File: config.mk
export PLATFORM = sky130hd
export DESIGN_NAME = cv32e40x_clic_source_arbiter_flat
export DESIGN_NICKNAME = d
export VERILOG_FILES = /design/src/rtl/cv32e40x_clic_source_arbiter_if.sv /design/src/rtl/cv32e40x_clic_source_arbiter.sv /design/src/flat_wrapper.sv
export SDC_FILE = /design/constraint.sdc
export NUM_CORES = 1
export LEC_CHECK = 0
export ABC_CLOCK_PERIOD_IN_PS = 57500
export CAP_MARGIN = 10
export CORE_UTILIZATION = 46
export DETAILED_ROUTE_END_ITERATION = 16
export PLACE_DENSITY = 0.65
export SLEW_MARGIN = 20
export SYNTH_ARGS = -nofsm -noshare
export SYNTH_HDL_FRONTEND = slang
export SYNTH_SLANG_ARGS = --single-unit
File: constraint.sdc
create_clock -name clk -period 57.5 [get_ports clk]
set_input_delay 8.625 -clock clk [delete_from_list [all_inputs] [get_ports clk]]
set_output_delay 8.625 -clock clk [all_outputs]
set_load 0.01 [all_outputs]
File: src/rtl/cv32e40x_clic_source_arbiter_if.sv
// Bundle between the CLIC source arbiter and its neighbours: the
// per-source configuration write port, the core's acknowledge, and the
// clic_irq_* lines presented to the core.
interface cv32e40x_clic_source_arbiter_if #(
  parameter int CLIC_ID_WIDTH = 5
);
  logic                     cfg_we_i;
  logic [CLIC_ID_WIDTH-1:0] cfg_id_i;
  logic                     cfg_ie_i;
  logic                     cfg_edge_i;
  logic                     cfg_ip_set_i;
  logic [7:0]               cfg_level_i;
  logic                     cfg_shv_i;
  logic                     irq_ack_i;
  logic [CLIC_ID_WIDTH-1:0] irq_ack_id_i;
  logic                     clic_irq_o;
  logic [CLIC_ID_WIDTH-1:0] clic_irq_id_o;
  logic [7:0]               clic_irq_level_o;
  logic [1:0]               clic_irq_priv_o;
  logic                     clic_irq_shv_o;

  // Arbiter side
  modport slave (
    input  cfg_we_i, cfg_id_i, cfg_ie_i, cfg_edge_i, cfg_ip_set_i,
           cfg_level_i, cfg_shv_i, irq_ack_i, irq_ack_id_i,
    output clic_irq_o, clic_irq_id_o, clic_irq_level_o,
           clic_irq_priv_o, clic_irq_shv_o
  );

  // Configuration master / core side
  modport master (
    output cfg_we_i, cfg_id_i, cfg_ie_i, cfg_edge_i, cfg_ip_set_i,
           cfg_level_i, cfg_shv_i, irq_ack_i, irq_ack_id_i,
    input  clic_irq_o, clic_irq_id_o, clic_irq_level_o,
           clic_irq_priv_o, clic_irq_shv_o
  );
endinterface

File: src/rtl/cv32e40x_clic_source_arbiter.sv
// Interrupt-source end of the CLIC: per-source pending/enable/trigger/
// level/shv state, a max-level (ties -> highest ID) arbiter over all
// eligible sources, and a registered presentation of the winner to the core.
module cv32e40x_clic_source_arbiter #(
  parameter int NUM_IRQ       = 32,
  parameter int CLIC_ID_WIDTH = 5
) (
  input  logic                                  clk,
  input  logic                                  rst,
  input  logic [NUM_IRQ-1:0]                    irq_src_i,
  cv32e40x_clic_source_arbiter_if.slave         bus
);

  logic [NUM_IRQ-1:0]       ie_q;
  logic [NUM_IRQ-1:0]       edge_q, edge_d;
  logic [NUM_IRQ-1:0]       ip_q, ip_d;
  logic [NUM_IRQ-1:0]       shv_q;
  logic [NUM_IRQ-1:0]       src_q;
  logic [7:0]               level_q [NUM_IRQ];

  logic [NUM_IRQ-1:0]       cfg_hit;
  logic [NUM_IRQ-1:0]       ack_hit;
  logic [NUM_IRQ-1:0]       ip_set;
  logic [NUM_IRQ-1:0]       pend;
  logic [NUM_IRQ-1:0]       elig;

  logic                     win_vld;
  logic [CLIC_ID_WIDTH-1:0] win_id;
  logic [7:0]               win_level;
  logic                     win_shv;

  logic                     irq_q;
  logic [CLIC_ID_WIDTH-1:0] id_q;
  logic [7:0]               lvl_q;
  logic                     oshv_q;

  // Per-source next pending state and eligibility. Stored ip is only
  // meaningful for edge sources; a level source reads its line directly.
  // An acked edge source is masked in the ack cycle unless a new set
  // arrives at the same time (set wins, so it stays presented).
  always_comb begin
    cfg_hit = '0;
    ack_hit = '0;
    ip_set  = '0;
    pend    = '0;
    elig    = '0;
    edge_d  = edge_q;
    ip_d    = ip_q;
    for (int i = 0; i < NUM_IRQ; i++) begin
      cfg_hit[i] = bus.cfg_we_i  && (bus.cfg_id_i     == CLIC_ID_WIDTH'(i));
      ack_hit[i] = bus.irq_ack_i && (bus.irq_ack_id_i == CLIC_ID_WIDTH'(i));
      edge_d[i]  = cfg_hit[i] ? bus.cfg_edge_i : edge_q[i];
      ip_set[i]  = edge_d[i] &&
                   ((irq_src_i[i] && !src_q[i]) || (cfg_hit[i] && bus.cfg_ip_set_i));
      if (ip_set[i])
        ip_d[i] = 1'b1;
      else if (!edge_d[i] || ack_hit[i])
        ip_d[i] = 1'b0;
      else
        ip_d[i] = ip_q[i];
      pend[i] = edge_q[i] ? ip_q[i] : irq_src_i[i];
      elig[i] = pend[i] && ie_q[i] && (level_q[i] != 8'd0) &&
                !(edge_q[i] && ack_hit[i] && !ip_set[i]);
    end
  end

  // Arbitration: ascending scan with >= so the highest ID wins level ties.
  always_comb begin
    win_vld   = 1'b0;
    win_id    = '0;
    win_level = 8'd0;
    win_shv   = 1'b0;
    for (int i = 0; i < NUM_IRQ; i++) begin
      if (elig[i] && (level_q[i] >= win_level)) begin
        win_vld   = 1'b1;
        win_id    = CLIC_ID_WIDTH'(i);
        win_level = level_q[i];
        win_shv   = shv_q[i];
      end
    end
  end

  // Per-source configuration, pending and input history registers.
  always_ff @(posedge clk or posedge rst) begin
    if (rst) begin
      ie_q   <= '0;
      edge_q <= '0;
      ip_q   <= '0;
      shv_q  <= '0;
      src_q  <= '0;
      for (int i = 0; i < NUM_IRQ; i++) level_q[i] <= 8'd0;
    end else begin
      edge_q <= edge_d;
      ip_q   <= ip_d;
      src_q  <= irq_src_i;
      for (int i = 0; i < NUM_IRQ; i++) begin
        if (cfg_hit[i]) begin
          ie_q[i]    <= bus.cfg_ie_i;
          shv_q[i]   <= bus.cfg_shv_i;
          level_q[i] <= bus.cfg_level_i;
        end
      end
    end
  end

  // Output register: valid every cycle, id/level/shv hold when nothing wins.
  always_ff @(posedge clk or posedge rst) begin
    if (rst) begin
      irq_q  <= 1'b0;
      id_q   <= '0;
      lvl_q  <= 8'd0;
      oshv_q <= 1'b0;
    end else begin
      irq_q <= win_vld;
      if (win_vld) begin
        id_q   <= win_id;
        lvl_q  <= win_level;
        oshv_q <= win_shv;
      end
    end
  end

  assign bus.clic_irq_o       = irq_q;
  assign bus.clic_irq_id_o    = id_q;
  assign bus.clic_irq_level_o = lvl_q;
  assign bus.clic_irq_shv_o   = oshv_q;
  assign bus.clic_irq_priv_o  = 2'b11;

endmodule

File: src/flat_wrapper.sv
// flat-port wrapper written by rule: the top's interface ports become plain ports
module cv32e40x_clic_source_arbiter_flat 
#(
  parameter int NUM_IRQ       = 32,
  parameter int CLIC_ID_WIDTH = 5
)
  (clk, rst, irq_src_i, bus_cfg_we_i, bus_cfg_id_i, bus_cfg_ie_i, bus_cfg_edge_i, bus_cfg_ip_set_i, bus_cfg_level_i, bus_cfg_shv_i, bus_irq_ack_i, bus_irq_ack_id_i, bus_clic_irq_o, bus_clic_irq_id_o, bus_clic_irq_level_o, bus_clic_irq_priv_o, bus_clic_irq_shv_o);
  cv32e40x_clic_source_arbiter_if #(.CLIC_ID_WIDTH(CLIC_ID_WIDTH)) bus_i ();
  input  logic clk;
  input  logic rst;
  input  logic [NUM_IRQ-1:0] irq_src_i;
  input wire logic [$bits(bus_i.cfg_we_i)-1:0] bus_cfg_we_i;
  input wire logic [$bits(bus_i.cfg_id_i)-1:0] bus_cfg_id_i;
  input wire logic [$bits(bus_i.cfg_ie_i)-1:0] bus_cfg_ie_i;
  input wire logic [$bits(bus_i.cfg_edge_i)-1:0] bus_cfg_edge_i;
  input wire logic [$bits(bus_i.cfg_ip_set_i)-1:0] bus_cfg_ip_set_i;
  input wire logic [$bits(bus_i.cfg_level_i)-1:0] bus_cfg_level_i;
  input wire logic [$bits(bus_i.cfg_shv_i)-1:0] bus_cfg_shv_i;
  input wire logic [$bits(bus_i.irq_ack_i)-1:0] bus_irq_ack_i;
  input wire logic [$bits(bus_i.irq_ack_id_i)-1:0] bus_irq_ack_id_i;
  output wire logic [$bits(bus_i.clic_irq_o)-1:0] bus_clic_irq_o;
  output wire logic [$bits(bus_i.clic_irq_id_o)-1:0] bus_clic_irq_id_o;
  output wire logic [$bits(bus_i.clic_irq_level_o)-1:0] bus_clic_irq_level_o;
  output wire logic [$bits(bus_i.clic_irq_priv_o)-1:0] bus_clic_irq_priv_o;
  output wire logic [$bits(bus_i.clic_irq_shv_o)-1:0] bus_clic_irq_shv_o;
  assign bus_i.cfg_we_i = bus_cfg_we_i;
  assign bus_i.cfg_id_i = bus_cfg_id_i;
  assign bus_i.cfg_ie_i = bus_cfg_ie_i;
  assign bus_i.cfg_edge_i = bus_cfg_edge_i;
  assign bus_i.cfg_ip_set_i = bus_cfg_ip_set_i;
  assign bus_i.cfg_level_i = bus_cfg_level_i;
  assign bus_i.cfg_shv_i = bus_cfg_shv_i;
  assign bus_i.irq_ack_i = bus_irq_ack_i;
  assign bus_i.irq_ack_id_i = bus_irq_ack_id_i;
  assign bus_clic_irq_o = bus_i.clic_irq_o;
  assign bus_clic_irq_id_o = bus_i.clic_irq_id_o;
  assign bus_clic_irq_level_o = bus_i.clic_irq_level_o;
  assign bus_clic_irq_priv_o = bus_i.clic_irq_priv_o;
  assign bus_clic_irq_shv_o = bus_i.clic_irq_shv_o;
  cv32e40x_clic_source_arbiter #(.NUM_IRQ(NUM_IRQ), .CLIC_ID_WIDTH(CLIC_ID_WIDTH)) u_core (.clk(clk), .rst(rst), .irq_src_i(irq_src_i), .bus(bus_i));
endmodule
==> run_results.csv, run 1 <==
group,metric,value,unit
clock_network,cts_root_buf,"clkbuf_16",
yosys,ys.flop_type,"dfrtp_1",
setup_path,required,58.01,ns
yosys,async_flop_share,100,%
drt,wl,126000,µm
floorplanning,initial_utilization,46.8,%
timing,worst_slack,-6.16,ns
setup_path,arrival,64.18,ns
final_layout,final_area,0.0425,mm²
clock_network,cts-htree-levels,2,
yosys,synth_top_cell_by_area,"dfrtp_1",
timing,worst_pin_slew,1.12,ns
global_routing,grt_pass1_vias,30650,
yosys,synthDistinctLibCells,124,
setup_path,startpoint,"bus_irq_ack_id_i[1]",
setup_path,r2r-end,"u_core.bus.clic_irq_shv_o",
timing,rsz0062_at_grt,"true",
clock_network,cts_buffers,51,
setup_path,crit_path_end,"u_core.bus.clic_irq_shv_o",
floorplanning,rows,93,
drt,drc,0,
clock_network,path_clk_slew,0.06,ns
timing,fmax,15.7,MHz
drt,drt-pass1-iter-count,7,
yosys,netlist_instances,3170,
outcome,status,"finished, violations left",
placement,place_hpwl,87000,µm
clock_network,cts_max_path_buffers,3,
setup_path,crit_top_cell,"a21o_1",
drt,wl_per_cell,25.8,µm
yosys,syn_avg_cell_area,9.57,µm²
timing,period_share,111,%
timing,fin_crit,63.66,ns
floorplanning,fp.dieH,259,µm
hold_path,hp-class,"flop to flop",
clock_network,cts_hold_buf,0,
timing,hold_ws,0.495,ns
final_layout,nets,4254,
drt,drtAntennaViolNets,0,
final_layout,areaGrowthSynthToFinish,40.1,%
placement,placed_cell_area,0.0367,mm²
floorplanning,die_area,0.0670,mm²
setup_path,critical_path.max_stage_delay,0.47,ns
placement,port_buffers,72,
clock_network,cts_sinks,431,
final_layout,finish.utilization,65.6,%
setup_path,endpoint_kind,"flop",
timing,slew_viol_final,0,
outcome,violations,"setup timing",
yosys,synth_top_area_share,35.6,%
yosys,ys_seq_elements,431,
setup_path,setup.worst_path.start_class,"primary input",
global_routing,antenna_found_initial,3,
drt,vias_per_cell,6.27,
floorplanning,io_pins,75,
final_layout,drive_gt1_share,43.6,%
hold_path,min_path_cells,2,
floorplanning,core-area,0.0648,mm²
setup_path,path_max_fanout,8,
global_routing,overflow,0,
yosys,synth_edf_count,0,
clock_network,cts_tree,"built",
setup_path,regToRegSetupSlack,1.71,ns
global_routing,grt_usage,36.9,%
yosys,yosysWarnings,0,
yosys,synth.most_common_cell,"dfrtp_1",
timing,setup_viol_count_final,15,
setup_path,r2r_start,"u_core.edge_q[0]",
flow_run,max_cap_violations,0,
setup_path,cpMaxStageDelayCell,"a2111o_1",
global_routing,grt_pass1_wl,188000,µm
timing,final-hold-violation-count,0,
final_layout,antennaDiodeCount,0,
floorplanning,dieWidth,259,µm
timing,slew_headroom,24.9,%
drt,drtIter0Drc,2738,
clock_network,clk_latency,0.62,ns
drt,vias,30566,
yosys,yosysSeqAreaShare,35.6,%
yosys,netlist_top_cells_count,"431 x dfrtp_1, 310 x mux2_2, 304 x nand2_1",
setup_path,reg2regPathDepth,322,
setup_path,crit_type,"primary input to flop",
global_routing,grt_max_degree,104,
placement,gp_congestion,0.988,
yosys,syn_area,0.0303,mm²
timing,fin_skew,0.0180,ns
yosys,synthTopCellsByArea,"dfrtp_1 36%, mux2_2 12%, ha_1 9.1%, nand2_1 3.8%, a21oi_1 2.8%",
-- registers in the layout (all words and copies together) (netlist names) --
register / flops
u_core.shv_q: 32
u_core.edge_q: 32
u_core.ip_q: 32
u_core.bus.clic_irq_level_o: 8
u_core.src_q: 32
u_core.bus.clic_irq_o: 1
u_core.ie_q: 32
u_core.bus.clic_irq_shv_o: 1
u_core.level_q: 256
u_core.bus.clic_irq_id_o: 5
-- cell families (layout without fill, tap and decap cells) --
kind of cell	after synthesis	count (layout)	synth area share, %
simple gates	962	963	16.7
compound gates	869	869	20.8
flops	431	431	35.6
mux	359	359	13.4
buf+inv	323	1170	4.35
fa+ha+maj	225	225	9.24
other cells	1	2	0.0124
-- timing repair --
| item | CTS | global route |
|---|---|---|
| resized for setup | 323 | 147 |
| hold endpoints to repair | 0 | 0 |
| pin swaps | 159 | 123 |
| setup endpoints to repair | 15 | 15 |
| gates cloned | 4 | 0 |
| buffers inserted | 200 | 44 |
-- worst min path at each step --
| stage | from | end | slack (ns) |
|---|---|---|---|
| 2_1_floorplan | u_core.ie_q[21] | u_core.ie_q[21] | 0.45 |
| 3_3_place_gp | u_core.ie_q[21] | u_core.ie_q[21] | 0.46 |
| 3_5_place_dp | u_core.shv_q[21] | u_core.shv_q[21] | 0.48 |
| 4_1_cts | u_core.shv_q[21] | u_core.shv_q[21] | 0.49 |
| 5_1_grt | u_core.shv_q[17] | u_core.shv_q[17] | 0.51 |
| 6_report | u_core.shv_q[21] | u_core.shv_q[21] | 0.49 |
-- cell type report --
| class | count | area [µm²] |
|---|---|---|
| repair buffers | 919 | 7270 |
| clock inverters | 28 | 354 |
| well taps | 855 | 1070 |
| clock buffers | 68 | 1460 |
| multi-input cells | 2418 | 21000 |
| inverters | 155 | 599 |
| flip-flops and latches | 431 | 10800 |
| fillers | 5080 | 22300 |
-- metrics by stage --
| stage | setup WS [ns] | setup TNS (ns) | std cells |
|---|---|---|---|
| after detailed placement | -8.52 | -125.84 | 4536 |
| after floorplan | -6.16 | -89.71 | 3171 |
| after CTS | -4.49 | -65.60 | 4831 |
| after global routing | -8.60 | -127.17 | 4874 |
| final | -6.16 | -90.73 | 4874 |
| after global placement | -7.11 | -104.77 | 4536 |
-- cells in the final DEF, fill, tap and decap left out, drive strengths merged, types with 67 or more instances in the layout --
cell    count
clkbuf     69
dfrtp     431
o211ai     89
nor2b      67
nor2      149
a21oi     175
nand2b     76
nand2     305
mux2      312
buf       865
nand3      72
ha        220
inv       158
o21ai     160
a21o       82
-- critical path, delay by kind of cell --
family	cells	cell delay (ns)
simple gates	74	10.33
fa+ha+maj	33	8.57
buf+inv	50	5.99
mux	9	2.53
compound gates	158	28.00
-- metal layers --
| metal | share of wire [%] | global-route usage, % | wire, µm | up-vias |
|---|---|---|---|---|
| li1 | - | - | - | 13428 |
| met4 | 4.4 | 15.0 | 5570 | 2 |
| met1 | 43 | 50.8 | 53500 | 15299 |
| met2 | 45 | 57.8 | 56300 | 1518 |
| met5 | 0.010 | 0 | 13 | - |
| met3 | 8.1 | 5.65 | 10100 | 319 |
Power of run 1 is left out: the tool's default activity adds up to more than one toggle a clock period on the data nets, which glitch-free logic cannot reach.
==> run 2, diff against run 1 <==
--- a/config.mk
+++ b/config.mk
@@ -9,5 +9,5 @@
 export CAP_MARGIN = 10
-export CORE_UTILIZATION = 46
+export CORE_UTILIZATION = 40
 export DETAILED_ROUTE_END_ITERATION = 16
-export PLACE_DENSITY = 0.65
+export PLACE_DENSITY = 0.58
 export SLEW_MARGIN = 20
--- a/constraint.sdc
+++ b/constraint.sdc
@@ -3,2 +3,2 @@
 set_output_delay 8.625 -clock clk [all_outputs]
-set_load 0.01 [all_outputs]
+set_load 0.02 [all_outputs]
==> run 2 against run 1 <==
The run still ends with setup timing left; die area increased by 15%; worst setup slack worse by 0.17 ns; first-iteration DRC count increased by 7.8%; via count is 0.28% higher; sequential share of layout area is 0.38 points lower; global-route usage shrank 4.4 points; count of clock-buffer cells in the layout unchanged; flip-flop and latch count unchanged; critical path depth increased by 18; final cell count up 4.3%; critical path type unchanged; largest cell class unchanged.
==> run_results.csv, run 2 (synthesis results as in run 1) <==
group,metric,value,unit
outcome,status,"finished, violations left",
outcome,violations,"setup timing",
clock_network,cts_buffers,53,
floorplanning,io_pins,75,
floorplanning,die_area,0.0769,mm²
timing,worst_pin_slew,1.11,ns
setup_path,crit_top_cell,"buf_4",
timing,period_share,111,%
global_routing,overflow,0,
timing,rsz0062_at_grt,"true",
flow_run,max_cap_violations,0,
floorplanning,rows,100,
floorplanning,fp.dieH,277,µm
final_layout,final_common_cell,"buf_4",
drt,wl_per_cell,25.5,µm
drt,vias,30651,
timing,hold_ws,0.488,ns
clock_network,clk_latency,0.63,ns
floorplanning,initial_utilization,40.6,%
timing,fmax,15.7,MHz
clock_network,cts_tree,"built",
setup_path,arrival,64.34,ns
final_layout,largest_reg_flops,256,
clock_network,path_clk_slew,0.06,ns
drt,drc,0,
setup_path,path_max_fanout,11,
timing,final-hold-violation-count,0,
clock_network,cts_sinks,431,
final_layout,final_cell_mix,"896 x buf_4, 431 x dfrtp_1, 297 x mux2_2",
clock_network,cts_root_buf,"clkbuf_16",
setup_path,endpoint_kind,"flop",
global_routing,grt_usage,32.5,%
timing,slew_viol_final,0,
setup_path,required,58.01,ns
drt,wl,130000,µm
global_routing,grt_max_degree,136,
final_layout,areaGrowthSynthToFinish,42.3,%
setup_path,setup.worst_path.start_class,"primary input",
placement,place_hpwl,89000,µm
final_layout,nets,4357,
drt,drtIter0Drc,2951,
global_routing,grt_pass1_wl,192000,µm
hold_path,hp-class,"flop to flop",
timing,fin_crit,63.83,ns
final_layout,drive_gt1_share,44.4,%
clock_network,cts_max_path_buffers,3,
timing,setup_viol_count_final,15,
global_routing,grt_pass1_vias,30501,
clock_network,cts-htree-levels,2,
setup_path,regToRegSetupSlack,1.71,ns
final_layout,top_register,"u_core.level_q",
final_layout,regArea,0.0108,mm²
global_routing,antenna_found_initial,10,
setup_path,crit_type,"primary input to flop",
drt,drt-pass1-iter-count,6,
timing,fin_skew,0.0140,ns
drt,vias_per_cell,6.03,
setup_path,cpMaxStageDelayCell,"or3_1",
floorplanning,core-area,0.0747,mm²
floorplanning,dieWidth,277,µm
clock_network,cts_hold_buf,0,
placement,port_buffers,72,
drt,drtAntennaViolNets,0,
placement,gp_congestion,0.986,
final_layout,multi_input_area,0.0207,mm²
final_layout,fillers,6339,
timing,worst_slack,-6.33,ns
setup_path,critical_path.max_stage_delay,0.43,ns
timing,slew_headroom,26.0,%
==> run 2: final cells by class <==
class / count / share of cell area, %
Multi-Input combinational cell: 2422 / 48.0
Sequential cell: 431 / 25.0
Timing Repair Buffer: 1016 / 18.5
Clock buffer: 68 / 3.41
Tap cell: 969 / 2.81
Inverter: 155 / 1.39
Clock inverter: 24 / 0.835
Antenna cell: 1 / 0.00580
==> run 2: routing by layer <==
layer	global-route usage, %	part of all wire, %
met2	51.2	45
met5	0	0.056
met1	44.4	43
met3	5.61	7.4
met4	12.3	4.2
==> run 2: worst paths after layout <==
path | from | endpoint | cells after the start
setup / recovery | bus_cfg_id_i[2] | u_core.bus.clic_irq_shv_o | 342
hold / removal | u_core.ie_q[21] | u_core.ie_q[21] | 2
setup reg to reg | u_core.edge_q[0] | u_core.bus.clic_irq_shv_o | 340
hold reg to reg | u_core.ie_q[21] | u_core.ie_q[21] | 2
max in group asynchronous | rst | u_core.level_q[68] | 4
min in group asynchronous | rst | u_core.level_q[220] | 2
==> run 2: stage by stage <==
| step | instance area [µm²] | instances | setup TNS (ns) | util, % | worst slack (ns) |
|---|---|---|---|---|---|
| after floorplan | 31500 | 3171 | -89.71 | - | -6.16 |
| after global placement | 36900 | 4657 | -105.63 | 49.5 | -7.18 |
| after detailed placement | 36900 | 4657 | -125.49 | 49.5 | -8.50 |
| after CTS | 41700 | 5024 | -68.70 | 55.9 | -4.72 |
| after global routing | 43200 | 5085 | -127.40 | 57.8 | -8.63 |
| final | 43200 | 5086 | -92.91 | 57.8 | -6.33 |
==> run 2: critical path: cells and delay by family <==
| kind | cells | cell delay, ns |
|---|---|---|
| simple gates | 72 | 11.12 |
| mux | 7 | 2.00 |
| buf+inv | 103 | 13.08 |
| compound gates | 133 | 22.02 |
| fa+ha+maj | 27 | 7.44 |
==> run 2: what timing repair did <==
item | CTS | global route
gates resized for setup | 228 | 182
cloned | 11 | 0
endpoints found under the setup margin | 15 | 15
buffers inserted | 264 | 61
pin swaps | 132 | 144
Power of run 2 is left out for the same reason.
